`src/rtl/hilo_ctrl.sv`:
```
// -----------------------------------------------------------------------------
// hilo_ctrl -- HI/LO register file and sequencer for a multi-cycle unsigned
// multiplier (MULTU / MTHI / MTLO / MFHI / MFLO).
//
// A start in IDLE latches the operands onto mul_a/mul_b and runs the external
// multiplier (mul_en high) for MUL_CYCLES clocks. One CAPTURE cycle follows
// (done high). The edge that leaves CAPTURE loads mul_product into HI/LO.
// While the block is busy, new starts and HI/LO writes are ignored. Any access
// attempted in that time raises stall so the pipeline holds and retries.
//
// Ports
//   clk          rising-edge clock
//   reset        asynchronous, active-high reset
//   start_multu  launch unsigned op_a * op_b (accepted only in IDLE)
//   op_a, op_b   multiply operands
//   mthi, mtlo   write wdata into HI / LO (accepted only in IDLE)
//   wdata        write data for mthi/mtlo
//   mfhi, mflo   read request; mfhi has priority
//   rdata        combinational read data (pre-write register contents)
//   stall        busy and any HI/LO related request present
//   busy         high in RUN and CAPTURE
//   done         one-cycle pulse during CAPTURE
//   mul_en       multiplier run enable, high for exactly MUL_CYCLES cycles
//   mul_a, mul_b operands held for the multiplier
//   mul_product  64-bit multiplier result
//   hi, lo       architectural HI/LO registers
// -----------------------------------------------------------------------------
module hilo_ctrl #(
  parameter int unsigned MUL_CYCLES = 32   // legal range 1..63
) (
  input  logic        clk,
  input  logic        reset,
  input  logic        start_multu,
  input  logic [31:0] op_a,
  input  logic [31:0] op_b,
  input  logic        mthi,
  input  logic        mtlo,
  input  logic [31:0] wdata,
  input  logic        mfhi,
  input  logic        mflo,
  output logic [31:0] rdata,
  output logic        stall,
  output logic        busy,
  output logic        done,
  output logic        mul_en,
  output logic [31:0] mul_a,
  output logic [31:0] mul_b,
  input  logic [63:0] mul_product,
  output logic [31:0] hi,
  output logic [31:0] lo
);

  typedef enum logic [1:0] {
    IDLE    = 2'd0,
    RUN     = 2'd1,
    CAPTURE = 2'd2
  } state_e;

  // Count value seen in the final RUN cycle.
  localparam logic [5:0] LAST_COUNT = 6'(MUL_CYCLES - 1);

  state_e      state_q, state_d;
  logic [5:0]  count_q, count_d;
  logic [31:0] hi_q, hi_d;
  logic [31:0] lo_q, lo_d;
  logic [31:0] mul_a_q, mul_a_d;
  logic [31:0] mul_b_q, mul_b_d;

  // NOTE: every register here is a small control/data flop, not a memory, so
  // all of them take the asynchronous reset; an aborted multiply leaves HI/LO
  // cleared rather than half-updated.
  // NOTE: sequential state uses non-blocking assignments only, so every flop
  // samples the values from before the edge regardless of statement order.
  always_ff @(posedge clk or posedge reset) begin
    if (reset) begin
      state_q <= IDLE;
      count_q <= '0;
      hi_q    <= '0;
      lo_q    <= '0;
      mul_a_q <= '0;
      mul_b_q <= '0;
    end else begin
      state_q <= state_d;
      count_q <= count_d;
      hi_q    <= hi_d;
      lo_q    <= lo_d;
      mul_a_q <= mul_a_d;
      mul_b_q <= mul_b_d;
    end
  end

  // NOTE: every signal is given a hold value before the case statement, so no
  // path through the block leaves one unassigned and no latch is inferred.
  always_comb begin
    state_d = state_q;
    count_d = count_q;
    hi_d    = hi_q;
    lo_d    = lo_q;
    mul_a_d = mul_a_q;
    mul_b_d = mul_b_q;

    unique case (state_q)
      IDLE: begin
        // Writes and a start can both be accepted in one cycle. The capture
        // at the end of the multiply overwrites whatever was written here.
        if (mthi) hi_d = wdata;
        if (mtlo) lo_d = wdata;
        if (start_multu) begin
          mul_a_d = op_a;
          mul_b_d = op_b;
          count_d = '0;
          state_d = RUN;
        end
      end
      RUN: begin
        count_d = count_q + 6'd1;
        if (count_q == LAST_COUNT) state_d = CAPTURE;
      end
      CAPTURE: begin
        hi_d    = mul_product[63:32];
        lo_d    = mul_product[31:0];
        state_d = IDLE;
      end
      default: state_d = IDLE;
    endcase
  end

  // mul_en comes straight from state, so it is low in IDLE and CAPTURE. Each
  // launch therefore presents a fresh rising edge, and a reset drops it at once.
  assign mul_en = (state_q == RUN);
  assign done   = (state_q == CAPTURE);
  assign busy   = (state_q == RUN) || (state_q == CAPTURE);
  assign stall  = busy & (mfhi | mflo | mthi | mtlo | start_multu);

  // Reads return the registers as they are before any write at this edge.
  assign rdata  = mfhi ? hi_q : (mflo ? lo_q : 32'd0);

  assign hi     = hi_q;
  assign lo     = lo_q;
  assign mul_a  = mul_a_q;
  assign mul_b  = mul_b_q;

endmodule

```
`config.mk`:
```
export PLATFORM = sky130hd
export DESIGN_NAME = hilo_ctrl
export DESIGN_NICKNAME = d
export VERILOG_FILES = /design/src/rtl/hilo_ctrl.sv
export SDC_FILE = /design/constraint.sdc
export NUM_CORES = 1
export LEC_CHECK = 0
export CAP_MARGIN = 40
export CORE_AREA = 2 2 129 131
export DETAILED_ROUTE_END_ITERATION = 6
export DIE_AREA = 0 0 131 133
export PLACE_DENSITY = 0.88
export SLEW_MARGIN = 10
export SYNTH_ARGS = -nofsm -noshare
export SYNTH_HDL_FRONTEND = slang
export SYNTH_SLANG_ARGS = --single-unit
export TNS_END_PERCENT = 100
```
`constraint.sdc`:
```
create_clock -name clk -period 6.05 [get_ports clk]
set_input_delay 1.21 -clock clk [delete_from_list [all_inputs] [get_ports clk]]
set_output_delay 1.21 -clock clk [all_outputs]
set_load 0.01 [all_outputs]
```
==> impl_metrics.yaml, run 1 <==
status:
  status: "complete, no violations"
critical_path:
  cp_common_cell: "clkdlybuf4s50_1"
  cp-end-kind: "output port"
  r2r.worst_path.cells: 6
  cp_slowest_stage_delay_ns: 0.55
  crit_chain: "clkdlybuf4s50_1 > or4_1 > o21a_1 > clkdlybuf4s50_1"
  start_kind: "primary input"
  path_max_fanout: 6
  r2r-start: "state_q[0]$_DFFE_PP0P_"
  crit_buf_inv: 2
  cp_slowest_cell: "or4_1"
  crit_arrival_ns: 2.95
  r2r_slack_ns: 3.62
  crit_type: "primary input to output port"
  worstPathRequired_ns: 4.84
  cpLargestDelayFamily: "buffers and inverters"
  worst_r2r_endpoint: "hi[19]$_DFFE_PP0P_"
min_path:
  holdPathStages: 1
  timing.hold.worst_endpoint: "mul_b[30]$_DFFE_PP0P_"
  min_from: "mul_b[30]$_DFFE_PP0P_"
  min-delay-path-class: "register to register"
layout:
  instances_no_fill: 1152
  seq_area_mm2: 0.00340
  antenna_cells: 0
  fillers: 1271
  multi_input_area_mm2: 0.00266
  final_nets: 1090
  syn2layout_area_growth_pct: 65.8
  fin_area_mm2: 0.0104
  drive_gt1_frac: 0.107
clock_network:
  clk_pin_slew_ns: 0.06
  cts.repair.resized: 0
  hold_buffers: 0
  cts_tree: "built"
  insertion_delay_ns: 0.41
  postCtsSetupRepairBufs: 0
  htree_levels: 4
  cts_root_buf: "clkbuf_16"
  max-clock-path-buffers: 2
  clock-sinks: 136
  cts_buffers: 17
power:
  leakage_nw: 4.44
  ir_drop_uv: 296
  p_total_mw: 5.16
  p_per_area_mw_per_mm2: 497
global_routing:
  grtUsageMet2: 0.389
  busiest_layer: "met2"
  grt_pass1_vias: 5581
  grt.met1_usage: 0.270
  grt_pass1_wl_mm: 30.0
  grt-ovfl-total: 0
  grt_util_met3: 0.0546
  grt_antenna_before_repair: 0
  grt_start_max_net_pins: 89
  gr-usage-all-layers: 0.224
sta:
  clock_skew_ns: 0.0122
  drv_slew: 0
  fin_tns_setup_ns: 0
  fmax_mhz: 240
  finalCritPeriodShare: 0.688
  rsz0062_at_grt: "false"
  worst_slew_pin_slew_ns: 0.910
  final_hold_viol_count: 0
  relSlewSlack: 0.394
  finalCriticalPeriod_ns: 4.16
  setup_viol: 0
  fin_ws_ns: 1.89
floorplanning:
  initial_core_util: 0.387
  row_count: 47
  core_area_mm2: 0.0162
  dieHeight_um: 133
  ioPinCount: 331
  dieArea_mm2: 0.0174
  dieWidth_um: 131
flow_run:
  cap_violations: 0
placement:
  placed_area_mm2: 0.00975
  dpl.hpwl_mm: 14.6
  placed_cells: 1120
  gp_congestion: 0.856
  post-place-ws_ns: 1.89
  numPortBuffers: 330
detailed_routing:
  routed_via_density: 4.83
  firstDrtPassIters: 5
  wirelength_mm: 19.8
  drc_errors: 0
  first_iter_violations: 289
  ant_nets: 0
  wl_per_cell_um: 17.2
  vias: 5566
logic_synthesis:
  synthesis.nets: 776
  avgSynthCellArea_um2: 10.4
  synthesis.instances: 605
  ys_seq_area_frac: 0.543
  ys_warn_count: 0
  synth_cell_types: 31
  synth_area_mm2: 0.00627
  ys_ff_latch: 136
## Yosys cell counts, drive strengths merged
| master | n | area share |
|---|---|---|
| ha | 4 | 0.0080 |
| nand3 | 2 | 0.0016 |
| nor2 | 2 | 0.0012 |
| o21a | 1 | 0.0012 |
| nor3 | 3 | 0.0024 |
| a22o | 2 | 0.0028 |
| clkbuf | 19 | 0.012 |
| or4 | 1 | 0.0012 |
| nand2b | 2 | 0.0020 |
| dfrtp | 136 | 0.54 |
| mux2i | 2 | 0.0038 |
| mux2 | 64 | 0.14 |
| o22a | 1 | 0.0014 |
| a32o | 1 | 0.0016 |
| o21ai | 99 | 0.079 |
| nor2b | 34 | 0.034 |
| or3 | 1 | 0.0010 |
| buf | 23 | 0.024 |
| a21o | 1 | 0.0012 |
| a21oi | 69 | 0.056 |
| xnor2 | 1 | 0.0014 |
| inv | 4 | 0.0024 |
| nand2 | 133 | 0.080 |
## stage by stage
step	hold slack, ns	utilization
after floorplan	0.484	-
after global placement	0.473	0.599
after detailed placement	0.484	0.603
after CTS	0.497	0.643
after global routing	0.514	0.643
final	0.494	0.643
## per-layer routing
metal	wire length, um	part of all wire
met3	1230	0.062
met4	435	0.022
met2	10300	0.52
met5	0	0
met1	7890	0.40
## flip-flops by register name, summed over array words and instances (netlist names)
signal and cells:
count_q 6, hi 32, lo 32, mul_a 32, mul_b 32, state_q 2
## layout make-up
cell class              count  share of cell area
inverters                   4             0.00193
repair buffers            337               0.326
clock inverters            12              0.0179
multi-input cells         423               0.256
flip-flops and latches    136               0.328
well taps                 220              0.0265
clock buffers              20              0.0439
## kinds of logic after synthesis
group	after synthesis	synth area share
buffers and inverters	46	0.0381
adders and majority gates	4	0.00799
xor gates and xnor gates	1	0.00140
AOI/OAI and AO/OA	174	0.144
DFF	136	0.543
muxes	66	0.143
and+or+nand+nor	178	0.123
## cells in the final DEF, fill, tap and decap left out, types with 2 or more instances in the layout
master           netlist  layout
a21oi_1               67      67
a21oi_4                0       2
a22o_1                 2       2
buf_16                 0       2
buf_4                  2       5
bufinv_16              0       4
clkbuf_16              0      17
clkbuf_8               0       2
clkdlybuf4s50_1        0     329
clkinvlp_4             0       3
dfrtp_1              136     136
ha_1                   4       3
inv_1                  4       3
inv_6                  0       5
mux2_1                 9       9
mux2_2                15      15
mux2_4                40      40
nand2_1              133     132
nand2b_1               2       2
nand3_1                2       2
nor2_1                 2       2
nor2b_1               34      34
nor3_1                 3       3
o21ai_0               93      93
o21ai_1                6       6
## worst max-delay path by stage
stage / from / to / slack, ns / cells past startpoint
floorplan: reset / count_q[0]$_DFFE_PP0P_ / 1.20 / 1
global placement: start_multu / stall / 1.90 / 4
detailed placement: start_multu / stall / 1.89 / 4
CTS: start_multu / stall / 1.88 / 4
global route: mfhi / rdata[18] / 1.78 / 5
finish: start_multu / stall / 1.89 / 4
## power breakdown
group	switching [mW]	leakage, nW	internal, mW
clock	0.407	0.304	0.719
sequential	0.350	1.64	1.36
combinational	0.932	2.50	1.40
Note: power is estimated with default switching activity, not from simulation.
==> run 2, diff against run 1 <==
Settings changed: CORE_AREA 2 2 129 131 to 2 2 135 137, DIE_AREA 0 0 131 133 to 0 0 137 139, PLACE_DENSITY 0.88 to 0.85.
Clock period 6.05 ns to 3.4 ns, I/O delays scaled along.
==> run 2 against run 1 <==
Die area grew 9.3%. Wire length grew 1.5%. Critical path type unchanged. Sequential power grew 77%. Flip-flop and latch count is the same. Sequential share of layout area is essentially flat. Clock skew shrank 0.0012 ns. Final area is essentially flat. First-iteration DRC count shrank 19%. Power grew 77%. Final cell count grew 1.1%.
==> impl_metrics.yaml, run 2 (same netlist as run 1, synthesis figures left out) <==
critical_path:
  r2r-start: "state_q[0]$_DFFE_PP0P_"
  cp-end-kind: "output port"
  crit_chain: "clkdlybuf4s50_1 > or4_1 > o21a_1 > clkdlybuf4s50_1"
  r2r.worst_path.cells: 6
  crit_type: "primary input to output port"
  r2r_slack_ns: 1.09
  startpoint: "mthi"
  path_max_fanout: 2
  cp_slowest_stage_delay_ns: 0.51
  crit_arrival_ns: 2.33
  worstPathRequired_ns: 2.72
  start_kind: "primary input"
  critical_path.endpoint: "stall"
  cp_slowest_cell: "or4_1"
  cp_common_cell: "clkdlybuf4s50_1"
  worst_r2r_endpoint: "hi[15]$_DFFE_PP0P_"
detailed_routing:
  firstDrtPassIters: 4
  routed_via_density: 4.81
  wirelength_mm: 20.1
  ant_nets: 0
  drc_errors: 0
  wl_per_cell_um: 17.3
  vias: 5607
  first_iter_violations: 233
sta:
  finalCriticalPeriod_ns: 3.01
  setup_viol: 0
  rsz0062_at_grt: "false"
  clock_skew_ns: 0.0110
  worst_slew_pin_slew_ns: 0.817
  fmax_mhz: 333
  relSlewSlack: 0.455
  fin_tns_setup_ns: 0
  final_hold_viol_count: 0
  finalCritPeriodShare: 0.884
  drv_slew: 0
global_routing:
  gr-usage-all-layers: 0.208
  grt-ovfl-total: 0
  grt_pass1_wl_mm: 30.6
  grt_start_max_net_pins: 75
  grt_antenna_before_repair: 0
  grt_pass1_vias: 5490
clock_network:
  hold_buffers: 0
  clock-sinks: 136
  cts.repair.resized: 0
  htree_levels: 4
  max-clock-path-buffers: 2
  insertion_delay_ns: 0.41
  cts_tree: "built"
  cts_root_buf: "clkbuf_16"
  postCtsSetupRepairBufs: 0
  cts_buffers: 17
  clk_pin_slew_ns: 0.06
floorplanning:
  ioPinCount: 331
  dieWidth_um: 137
  core_area_mm2: 0.0177
  initial_core_util: 0.355
  dieHeight_um: 139
  row_count: 49
  dieArea_mm2: 0.0190
placement:
  dpl.hpwl_mm: 14.8
  gp_congestion: 0.874
  numPortBuffers: 330
power:
  leakage_nw: 4.45
  ir_drop_uv: 606
  p_total_mw: 9.12
  p_per_area_mw_per_mm2: 877
flow_run:
  cap_violations: 0
layout:
  antenna_cells: 0
  layout_common_cells: "clkdlybuf4s50_1 (329), dfrtp_1 (136), nand2_1 (132)"
  final_nets: 1094
  drive_gt1_frac: 0.111
  syn2layout_area_growth_pct: 66.0
  layout_commonest_cell: "clkdlybuf4s50_1"
min_path:
  min-delay-path-class: "register to register"
status:
  status: "complete, no violations"
-- run 2: changes by cell type in the layout (fill, tap and decap cells not counted), sizes merged --
cell      change
bufinv        -1
buf           +4
clkbuf        -2
inv           +2
clkinv        +2
clkinvlp      -1
-- run 2: layer usage --
metal | vias up | track usage | share of wire
met3 | 30 | 0.0577 | 0.057
met1 | 2697 | 0.247 | 0.39
met5 | - | 0 | 0
met4 | 0 | 0.0678 | 0.021
met2 | 182 | 0.362 | 0.53
li1 | 2698 | - | -
-- run 2: worst max-delay path: cells and delay by family --
kind / cells / cell delay [ns]
AO/OA/AOI/OAI: 1 / 0.19
AND/OR/NAND/NOR: 1 / 0.51
buffers and inverters: 2 / 0.94
-- run 2: layout make-up --
| cell class | instances | area [um^2] |
|---|---|---|
| multi-input combinational | 423 | 2660 |
| tap | 229 | 287 |
| clock inverter | 14 | 184 |
| timing repair buffer | 341 | 3420 |
| inverter | 4 | 18.8 |
| fill | 1510 | 7260 |
| sequential | 136 | 3400 |
| clock buffer | 18 | 429 |
-- run 2: where the power goes --
group          internal, mW  switching [mW]  leakage [nW]
sequential             2.42           0.611          1.64
combinational          2.49            1.67          2.51
clock                  1.17           0.759         0.299
total                  6.08            3.04          4.45
-- run 2: through the flow --
| stage | cell area (um^2) | hold WS [ns] | setup WS (ns) | utilization | cells |
|---|---|---|---|---|---|
| final | 10400 | 0.499 | 0.394 | 0.589 | 1165 |
| after CTS | 10400 | 0.497 | 0.394 | 0.589 | 1165 |
| after floorplan | 6270 | 0.484 | 1.03 | - | 605 |
| after detailed placement | 9790 | 0.481 | 0.394 | 0.554 | 1133 |
| after global placement | 9790 | 0.472 | 0.449 | 0.554 | 1133 |
| after global routing | 10400 | 0.513 | 0.353 | 0.589 | 1165 |
-- run 2: worst min path at each step --
| stage | to | startpoint | slack (ns) | cells after the start |
|---|---|---|---|---|
| global placement | mul_b[29]$_DFFE_PP0P_ | mul_b[29]$_DFFE_PP0P_ | 0.47 | 1 |
| floorplan | count_q[0]$_DFFE_PP0P_ | count_q[0]$_DFFE_PP0P_ | 0.48 | 1 |
| CTS | mul_a[4]$_DFFE_PP0P_ | mul_a[4]$_DFFE_PP0P_ | 0.50 | 1 |
| detailed placement | mul_b[28]$_DFFE_PP0P_ | mul_b[28]$_DFFE_PP0P_ | 0.48 | 1 |
| finish | mul_a[1]$_DFFE_PP0P_ | mul_a[1]$_DFFE_PP0P_ | 0.50 | 1 |
| global route | mul_a[4]$_DFFE_PP0P_ | mul_a[4]$_DFFE_PP0P_ | 0.51 | 1 |
==> run 3, diff against run 2 <==
Settings changed: CTS_CLUSTER_DIAMETER from default to 40, SETUP_SLACK_MARGIN from default to 0.15.
==> results of run 3 <==
No change in the layout: final DEF, timing and power equal those of run 2.
